### src/rtl/spi_block_rx_pkg.sv
// Shared types for the SPI receive framing stage that feeds the CRC-32 checker.
package spi_block_rx_pkg;

  typedef enum logic [1:0] {
    ST_IDLE    = 2'd0,
    ST_PAYLOAD = 2'd1,
    ST_CRC     = 2'd2,
    ST_CHECK   = 2'd3
  } rx_state_e;

  localparam int CRC32_BYTES = 4;

endpackage

### src/rtl/spi_block_rx_sync_fifo.sv
// Small synchronous FIFO; a push into a full FIFO is accepted only when a pop happens in the same cycle.
module sync_fifo #(
  parameter int WIDTH = 8,
  parameter int DEPTH = 4
) (
  input  logic             clk_i,
  input  logic             reset_i,
  input  logic             push_i,
  input  logic [WIDTH-1:0] push_data_i,
  input  logic             pop_i,
  output logic [WIDTH-1:0] head_o,
  output logic             full_o,
  output logic             empty_o
);
  localparam int AW = $clog2(DEPTH);

  logic [AW:0]      wptr_q, wptr_d, rptr_q, rptr_d;
  logic [WIDTH-1:0] mem_q [DEPTH];
  logic [WIDTH-1:0] mem_d [DEPTH];
  logic             do_push_s, do_pop_s;

  assign empty_o   = (wptr_q == rptr_q);
  assign full_o    = (wptr_q[AW] != rptr_q[AW]) && (wptr_q[AW-1:0] == rptr_q[AW-1:0]);
  assign do_pop_s  = pop_i & ~empty_o;
  assign do_push_s = push_i & (~full_o | do_pop_s);
  assign head_o    = mem_q[rptr_q[AW-1:0]];

  // Next-state pointers and storage
  always_comb begin
    mem_d  = mem_q;
    wptr_d = wptr_q;
    rptr_d = rptr_q;
    if (do_push_s) begin
      mem_d[wptr_q[AW-1:0]] = push_data_i;
      wptr_d = wptr_q + (AW+1)'(1);
    end else begin
      wptr_d = wptr_q;
    end
    if (do_pop_s) begin
      rptr_d = rptr_q + (AW+1)'(1);
    end else begin
      rptr_d = rptr_q;
    end
  end

  // Pointer and storage registers
  always_ff @(posedge clk_i) begin
    if (reset_i) begin
      wptr_q <= '0;
      rptr_q <= '0;
      for (int i = 0; i < DEPTH; i++) mem_q[i] <= '0;
    end else begin
      wptr_q <= wptr_d;
      rptr_q <= rptr_d;
      mem_q  <= mem_d;
    end
  end

endmodule

### src/rtl/spi_block_rx.sv
// Oversampled mode-0 SPI receiver: feeds every frame bit to the CRC checker and
// queues payload bytes, then reports the checker's verdict once the trailer is in.
module spi_block_rx
  import spi_block_rx_pkg::*;
#(
  parameter int PAYLOAD_BYTES = 512,
  parameter int CRC_BYTES     = CRC32_BYTES,
  parameter int FIFO_DEPTH    = 4
) (
  input  logic       clk_i,
  input  logic       reset_i,
  input  logic       spi_clk_i,
  input  logic       spi_cs_n_i,
  input  logic       spi_mosi_i,
  output logic [7:0] data_o,
  output logic       valid_o,
  input  logic       ready_i,
  output logic       crc_bit_o,
  output logic       crc_en_o,
  output logic       crc_rst_o,
  input  logic       crc_ok_i,
  output logic       pkt_done_o,
  output logic       pkt_ok_o,
  output logic       pkt_abort_o,
  output logic       overflow_o
);
  localparam int TOTAL_BYTES = PAYLOAD_BYTES + CRC_BYTES;
  localparam int CNT_W       = (TOTAL_BYTES > 1) ? $clog2(TOTAL_BYTES) : 1;
  localparam logic [CNT_W-1:0] LAST_PAY = CNT_W'(PAYLOAD_BYTES - 1);
  localparam logic [CNT_W-1:0] LAST_CRC = CNT_W'(TOTAL_BYTES - 1);

  logic cs_meta_q, cs_sync_q, cs_prev_q;
  logic clk_meta_q, clk_sync_q, clk_prev_q;
  logic mosi_meta_q, mosi_sync_q;

  rx_state_e        state_q, state_d;
  logic [2:0]       bit_cnt_q, bit_cnt_d;
  logic [CNT_W-1:0] byte_cnt_q, byte_cnt_d;
  logic [6:0]       shift_q, shift_d;
  logic [7:0]       push_data_q, push_data_d;
  logic             push_q, push_d;
  logic             crc_bit_q, crc_bit_d;
  logic             en_pipe_q, en_pipe_d;
  logic             crc_en_q, crc_en_d;
  logic             crc_rst_q, crc_rst_d;
  logic             chk_wait_q, chk_wait_d;
  logic             pkt_done_q, pkt_done_d;
  logic             pkt_ok_q, pkt_ok_d;
  logic             pkt_abort_q, pkt_abort_d;
  logic             overflow_q, overflow_d;

  logic       cs_fall_s, cs_rise_s, clk_rise_s;
  logic       fifo_full_s, fifo_empty_s;
  logic [7:0] byte_s;

  assign cs_fall_s  = ~cs_sync_q & cs_prev_q;
  assign cs_rise_s  = cs_sync_q & ~cs_prev_q;
  assign clk_rise_s = clk_sync_q & ~clk_prev_q;
  assign byte_s     = {shift_q, mosi_sync_q};

  sync_fifo #(.WIDTH(8), .DEPTH(FIFO_DEPTH)) u_fifo (
    .clk_i       (clk_i),
    .reset_i     (reset_i),
    .push_i      (push_q),
    .push_data_i (push_data_q),
    .pop_i       (ready_i),
    .head_o      (data_o),
    .full_o      (fifo_full_s),
    .empty_o     (fifo_empty_s)
  );

  // Framing state machine, bit/byte assembly and the CRC feed pipeline
  always_comb begin
    state_d     = state_q;
    bit_cnt_d   = bit_cnt_q;
    byte_cnt_d  = byte_cnt_q;
    shift_d     = shift_q;
    push_data_d = push_data_q;
    crc_bit_d   = crc_bit_q;
    pkt_ok_d    = pkt_ok_q;
    overflow_d  = overflow_q;
    push_d      = 1'b0;
    en_pipe_d   = 1'b0;
    crc_rst_d   = 1'b0;
    chk_wait_d  = 1'b0;
    pkt_done_d  = 1'b0;
    pkt_abort_d = 1'b0;
    // The checker latches data_i a cycle before it shifts, hence the extra stage.
    crc_en_d    = en_pipe_q;
    if (push_q && fifo_full_s && !ready_i) begin
      overflow_d = 1'b1;
    end else begin
      overflow_d = overflow_q;
    end

    if (cs_fall_s) begin
      crc_rst_d  = 1'b1;
      bit_cnt_d  = 3'd0;
      byte_cnt_d = '0;
      overflow_d = 1'b0;
      pkt_ok_d   = 1'b0;
      state_d    = ST_PAYLOAD;
    end else if (cs_rise_s && (state_q != ST_IDLE)) begin
      pkt_abort_d = 1'b1;
      pkt_ok_d    = 1'b0;
      state_d     = ST_IDLE;
    end else begin
      case (state_q)
        ST_PAYLOAD, ST_CRC: begin
          if (clk_rise_s) begin
            crc_bit_d = mosi_sync_q;
            en_pipe_d = 1'b1;
            shift_d   = byte_s[6:0];
            bit_cnt_d = bit_cnt_q + 3'd1;
            if (bit_cnt_q == 3'd7) begin
              byte_cnt_d = byte_cnt_q + CNT_W'(1);
              if (state_q == ST_PAYLOAD) begin
                push_d      = 1'b1;
                push_data_d = byte_s;
                if (byte_cnt_q == LAST_PAY) state_d = ST_CRC;
                else                        state_d = ST_PAYLOAD;
              end else if (byte_cnt_q == LAST_CRC) begin
                state_d = ST_CHECK;
              end else begin
                state_d = ST_CRC;
              end
            end else begin
              state_d = state_q;
            end
          end else begin
            state_d = state_q;
          end
        end
        ST_CHECK: begin
          if (chk_wait_q) begin
            pkt_done_d = 1'b1;
            pkt_ok_d   = crc_ok_i;
            state_d    = ST_IDLE;
          end else if (crc_en_q) begin
            chk_wait_d = 1'b1;
          end else begin
            chk_wait_d = 1'b0;
          end
        end
        default: state_d = ST_IDLE;
      endcase
    end
  end

  // Synchronizers and all state registers
  always_ff @(posedge clk_i) begin
    if (reset_i) begin
      cs_meta_q   <= 1'b1;
      cs_sync_q   <= 1'b1;
      cs_prev_q   <= 1'b1;
      clk_meta_q  <= 1'b0;
      clk_sync_q  <= 1'b0;
      clk_prev_q  <= 1'b0;
      mosi_meta_q <= 1'b0;
      mosi_sync_q <= 1'b0;
      state_q     <= ST_IDLE;
      bit_cnt_q   <= 3'd0;
      byte_cnt_q  <= '0;
      shift_q     <= 7'd0;
      push_data_q <= 8'd0;
      push_q      <= 1'b0;
      crc_bit_q   <= 1'b0;
      en_pipe_q   <= 1'b0;
      crc_en_q    <= 1'b0;
      crc_rst_q   <= 1'b0;
      chk_wait_q  <= 1'b0;
      pkt_done_q  <= 1'b0;
      pkt_ok_q    <= 1'b0;
      pkt_abort_q <= 1'b0;
      overflow_q  <= 1'b0;
    end else begin
      cs_meta_q   <= spi_cs_n_i;
      cs_sync_q   <= cs_meta_q;
      cs_prev_q   <= cs_sync_q;
      clk_meta_q  <= spi_clk_i;
      clk_sync_q  <= clk_meta_q;
      clk_prev_q  <= clk_sync_q;
      mosi_meta_q <= spi_mosi_i;
      mosi_sync_q <= mosi_meta_q;
      state_q     <= state_d;
      bit_cnt_q   <= bit_cnt_d;
      byte_cnt_q  <= byte_cnt_d;
      shift_q     <= shift_d;
      push_data_q <= push_data_d;
      push_q      <= push_d;
      crc_bit_q   <= crc_bit_d;
      en_pipe_q   <= en_pipe_d;
      crc_en_q    <= crc_en_d;
      crc_rst_q   <= crc_rst_d;
      chk_wait_q  <= chk_wait_d;
      pkt_done_q  <= pkt_done_d;
      pkt_ok_q    <= pkt_ok_d;
      pkt_abort_q <= pkt_abort_d;
      overflow_q  <= overflow_d;
    end
  end

  assign valid_o     = ~fifo_empty_s;
  assign crc_bit_o   = crc_bit_q;
  assign crc_en_o    = crc_en_q;
  assign crc_rst_o   = crc_rst_q;
  assign pkt_done_o  = pkt_done_q;
  assign pkt_ok_o    = pkt_ok_q;
  assign pkt_abort_o = pkt_abort_q;
  assign overflow_o  = overflow_q;

endmodule
### config.mk
export PLATFORM = sky130hd
export DESIGN_NAME = spi_block_rx
export DESIGN_NICKNAME = d
export VERILOG_FILES = /design/src/rtl/spi_block_rx_pkg.sv /design/src/rtl/spi_block_rx_sync_fifo.sv /design/src/rtl/spi_block_rx.sv
export SDC_FILE = /design/constraint.sdc
export NUM_CORES = 1
export LEC_CHECK = 0
export CORE_AREA = 2 2 91 93
export DETAILED_ROUTE_END_ITERATION = 7
export DIE_AREA = 0 0 93 95
export GPL_ROUTABILITY_DRIVEN = 1
export HOLD_SLACK_MARGIN = 0.1
export MAX_ROUTING_LAYER = met4
export PLACE_DENSITY = 0.68
export SLEW_MARGIN = 10
export SYNTH_ARGS = -nofsm -noshare
export SYNTH_HDL_FRONTEND = slang
export SYNTH_HIERARCHICAL = 1
export SYNTH_SLANG_ARGS = --single-unit
### constraint.sdc
create_clock -name clk_i -period 2.55 [get_ports clk_i]
set_clock_uncertainty 0.05 [all_clocks]
set_input_delay 0.765 -clock clk_i [delete_from_list [all_inputs] [get_ports clk_i]]
set_output_delay 0.765 -clock clk_i [all_outputs]
set_load 0.02 [all_outputs]
==> summary.txt <==
Outcome
  • Outcome: finished clean

STA
  • Final min period: 2.49 ns
  • WHS: 0.361 ns
  • Max Fclk: 402 MHz
  • Final period util: 97.6%
  • Worst-Margin Slew: 0.502 ns
  • Setup TNS: 0 ns
  • Fin. max-slew vios: 0
  • RSZ-0062 raised after global routing: no
  • Slew HR: 66.5%
  • Setup violators final: 0
  • Fin. Hold Viols: 0

Yosys
  • Synthesized flop and latch total: 85
  • Post-Syn Area: 3830 um2
  • EDFF count, synth: 0
  • Synth Instances: 354
  • Top-count cell post-synth: dfxtp_1
  • Leading cell types by count after synthesis: dfxtp_1, mux2i_1, nor2_1
  • Syn Area/Cell: 10.8 um2
  • Area contributors post-synth: dfxtp_1, mux2i_1, nand2b_1
  • Async SR Flop Fraction: 0%
  • Yosys top cell area share: 44.5%
  • Most used DFF post-synth: dfxtp_1
  • Synth warn: 6
  • Synth cell types: 56
  • Synth Net Count: 374
  • Synth area leader: dfxtp_1
  • Register area share after synthesis: 44.5%

Clock tree
  • TritonCTS clock tree: done
  • Clock transition at path regs: 0.08 ns
  • # clock sinks: 85
  • H-tree depth: 3
  • Clock Path Buffers: 2
  • Cts hold-fix bufs: 0
  • Inserted Clock Buffers: 9
  • Worst skew pair latency: 0.35 ns
  • Clock root buffer: clkbuf_8

Critical path
  • CP Class: flip-flop to output pin
  • Critical-path maximum fanout: 8
  • Worst setup EP type: output pin
  • Top delay family on crit path: multiplexers
  • Cell breakdown of the critical path: buf_6 > mux4_2 > clkdlybuf4s15_1
  • Slack of the worst reg-to-reg path: 0.52 ns
  • CP max stage cell: mux4_2
  • Worst path buffer plus inverter count: 2
  • Worst setup SP type: flip-flop
  • Worst Path Arrival: 1.67 ns
  • Slowest stage delay, CP: 0.51 ns
  • Critical Path RT: 1.74 ns

Flow run
  • Max-cap violations: 0

Route
  • Via count: 2524
  • Starting DRT DRC Count: 71
  • Post-DR wirelength/cell: 13.2 um
  • DRC: 0
  • Antenna viol nets, final: 0
  • Pre-Repair DR Iteration Count: 4
  • Final WL: 6470 um
  • Via density: 5.14

Place
  • Post-DP HPWL: 4450 um
  • Port Buf Inserts: 22
  • Area post-placement: 4130 um2
  • Placer Congestion: 0.728

Power
  • Pleak: 1.79 nW
  • VDD IR-drop max: 390 uV
  • PwrDens: 594 nW/um2

Final layout
  • Post-Layout Inst Area: 4360 um2
  • Ant. Diodes: 0
  • Final nets: 401
  • Layout cell share with drive strength beyond 1: 15.8%
  • Area growth, synth to finish: 13.9%

Global routing
  • Largest net degree at the start of global routing: 59
  • GRT Overall Usage: 16.2%
  • Vias in the first global route: 2442
  • Initial antenna violation count: 0
  • Grt ovf: 0
  • First-pass GRT wire length: 11000 um

Floorplanning
  • Die ar.: 8840 um2
  • Die Y: 95 um
  • # IOs: 23
  • CORE AREA: 7930 um2
  • Initial Utilization: 48.3%
  • Rows: 33
  • DIE WIDTH: 93 um

Min path
  • Hold crit path type: flip-flop to flip-flop
## what timing repair did
action                                  4_1_cts  5_1_grt
pin swaps                                     0        0
resized for setup                            13       12
buffers inserted                              0        2
endpoints found under the setup margin        9        9
hold endpoints to repair                      0        0
## per-stage QoR
stage	worst slack (ns)	power, mW	utilization, %	cells
2_1_floorplan	0.576	1.54	-	354
5_1_grt	0.00761	2.70	55.0	491
3_3_place_gp	0.114	1.57	52.1	473
3_5_place_dp	0.115	1.57	52.1	473
6_report	0.0617	2.59	55.0	491
4_1_cts	0.000616	2.62	54.9	489
## state kept, by name, indices dropped and copies added (netlist names), 2 cells and up
register	count
u_fifo/mem_q	32
bit_cnt_q	3
u_fifo/wptr_q	3
byte_cnt_q	10
u_fifo/rptr_q	3
shift_q	7
push_data_q	8
state_q	2
## report_power, final
| group | total [mW] | switching (mW) | internal [mW] |
|---|---|---|---|
| clock network | 1.05 | 0.469 | 0.580 |
| registers | 1.36 | 0.0134 | 1.34 |
| logic | 0.184 | 0.108 | 0.0756 |
## final cells by class
| class | count | area (um2) |
|---|---|---|
| Multi-Input combinational cell | 244 | 1970 |
| Fill cell | 733 | 3570 |
| Sequential cell | 85 | 1700 |
| Timing Repair Buffer | 33 | 294 |
| Clock inverter | 5 | 83.8 |
| Inverter | 8 | 30.0 |
| Clock buffer | 11 | 141 |
| Tap cell | 105 | 131 |
## kinds of logic (layout without fill, tap and decap cells)
kind of cell | count (synthesis) | in the layout | share of synthesized area, %
xor+xnor | 12 | 12 | 3.43
compound gates | 34 | 34 | 6.05
mux | 51 | 51 | 16.0
simple gates | 134 | 134 | 21.9
fa+ha+maj | 13 | 13 | 4.25
flops | 85 | 85 | 44.5
buf+inv | 25 | 57 | 3.96
## worst paths after layout
path / depth (start not counted) / to / start
min: 1 / cs_sync_q / cs_meta_q
min reg2reg: 1 / cs_sync_q / cs_meta_q
max: 3 / data_o[1] / u_fifo/rptr_q[0]
max reg2reg: 6 / push_data_q[3] / state_q[0]
## metal layers
metal  routed length, um  global-route usage [%]
met1                3290                    20.8
met2                2950                    25.4
met3                 198                    3.83
met4                  36                    5.15
met5                   0                       -
## cell usage in the layout (no fill, tap or decap), types with 2 or more instances in the layout
cell             instances
clkinvlp_4               2
nand2_8                  3
nand3b_1                 9
nand3_1                  5
o21ai_1                  2
o21ai_0                 10
clkbuf_2                 3
buf_4                    9
clkdlybuf4s50_1         12
nor4_1                   2
nor3_1                   3
mux4_2                   8
nand2_1                  8
bufinv_16                2
ha_1                    13
or2_2                    4
xnor2_1                  3
or4_1                    2
clkdlybuf4s15_1          5
nor2b_1                  8
buf_2                    2
a21oi_1                  9
mux2i_1                 43
nand4_1                  2
clkbuf_8                10
nor2_1                  35
and3_1                   3
o31ai_1                  4
inv_1                    8
nand2b_1                33
or3_2                    2
dfxtp_1                 84
xor2_1                   7
Note: power is estimated with default switching activity, not from simulation.
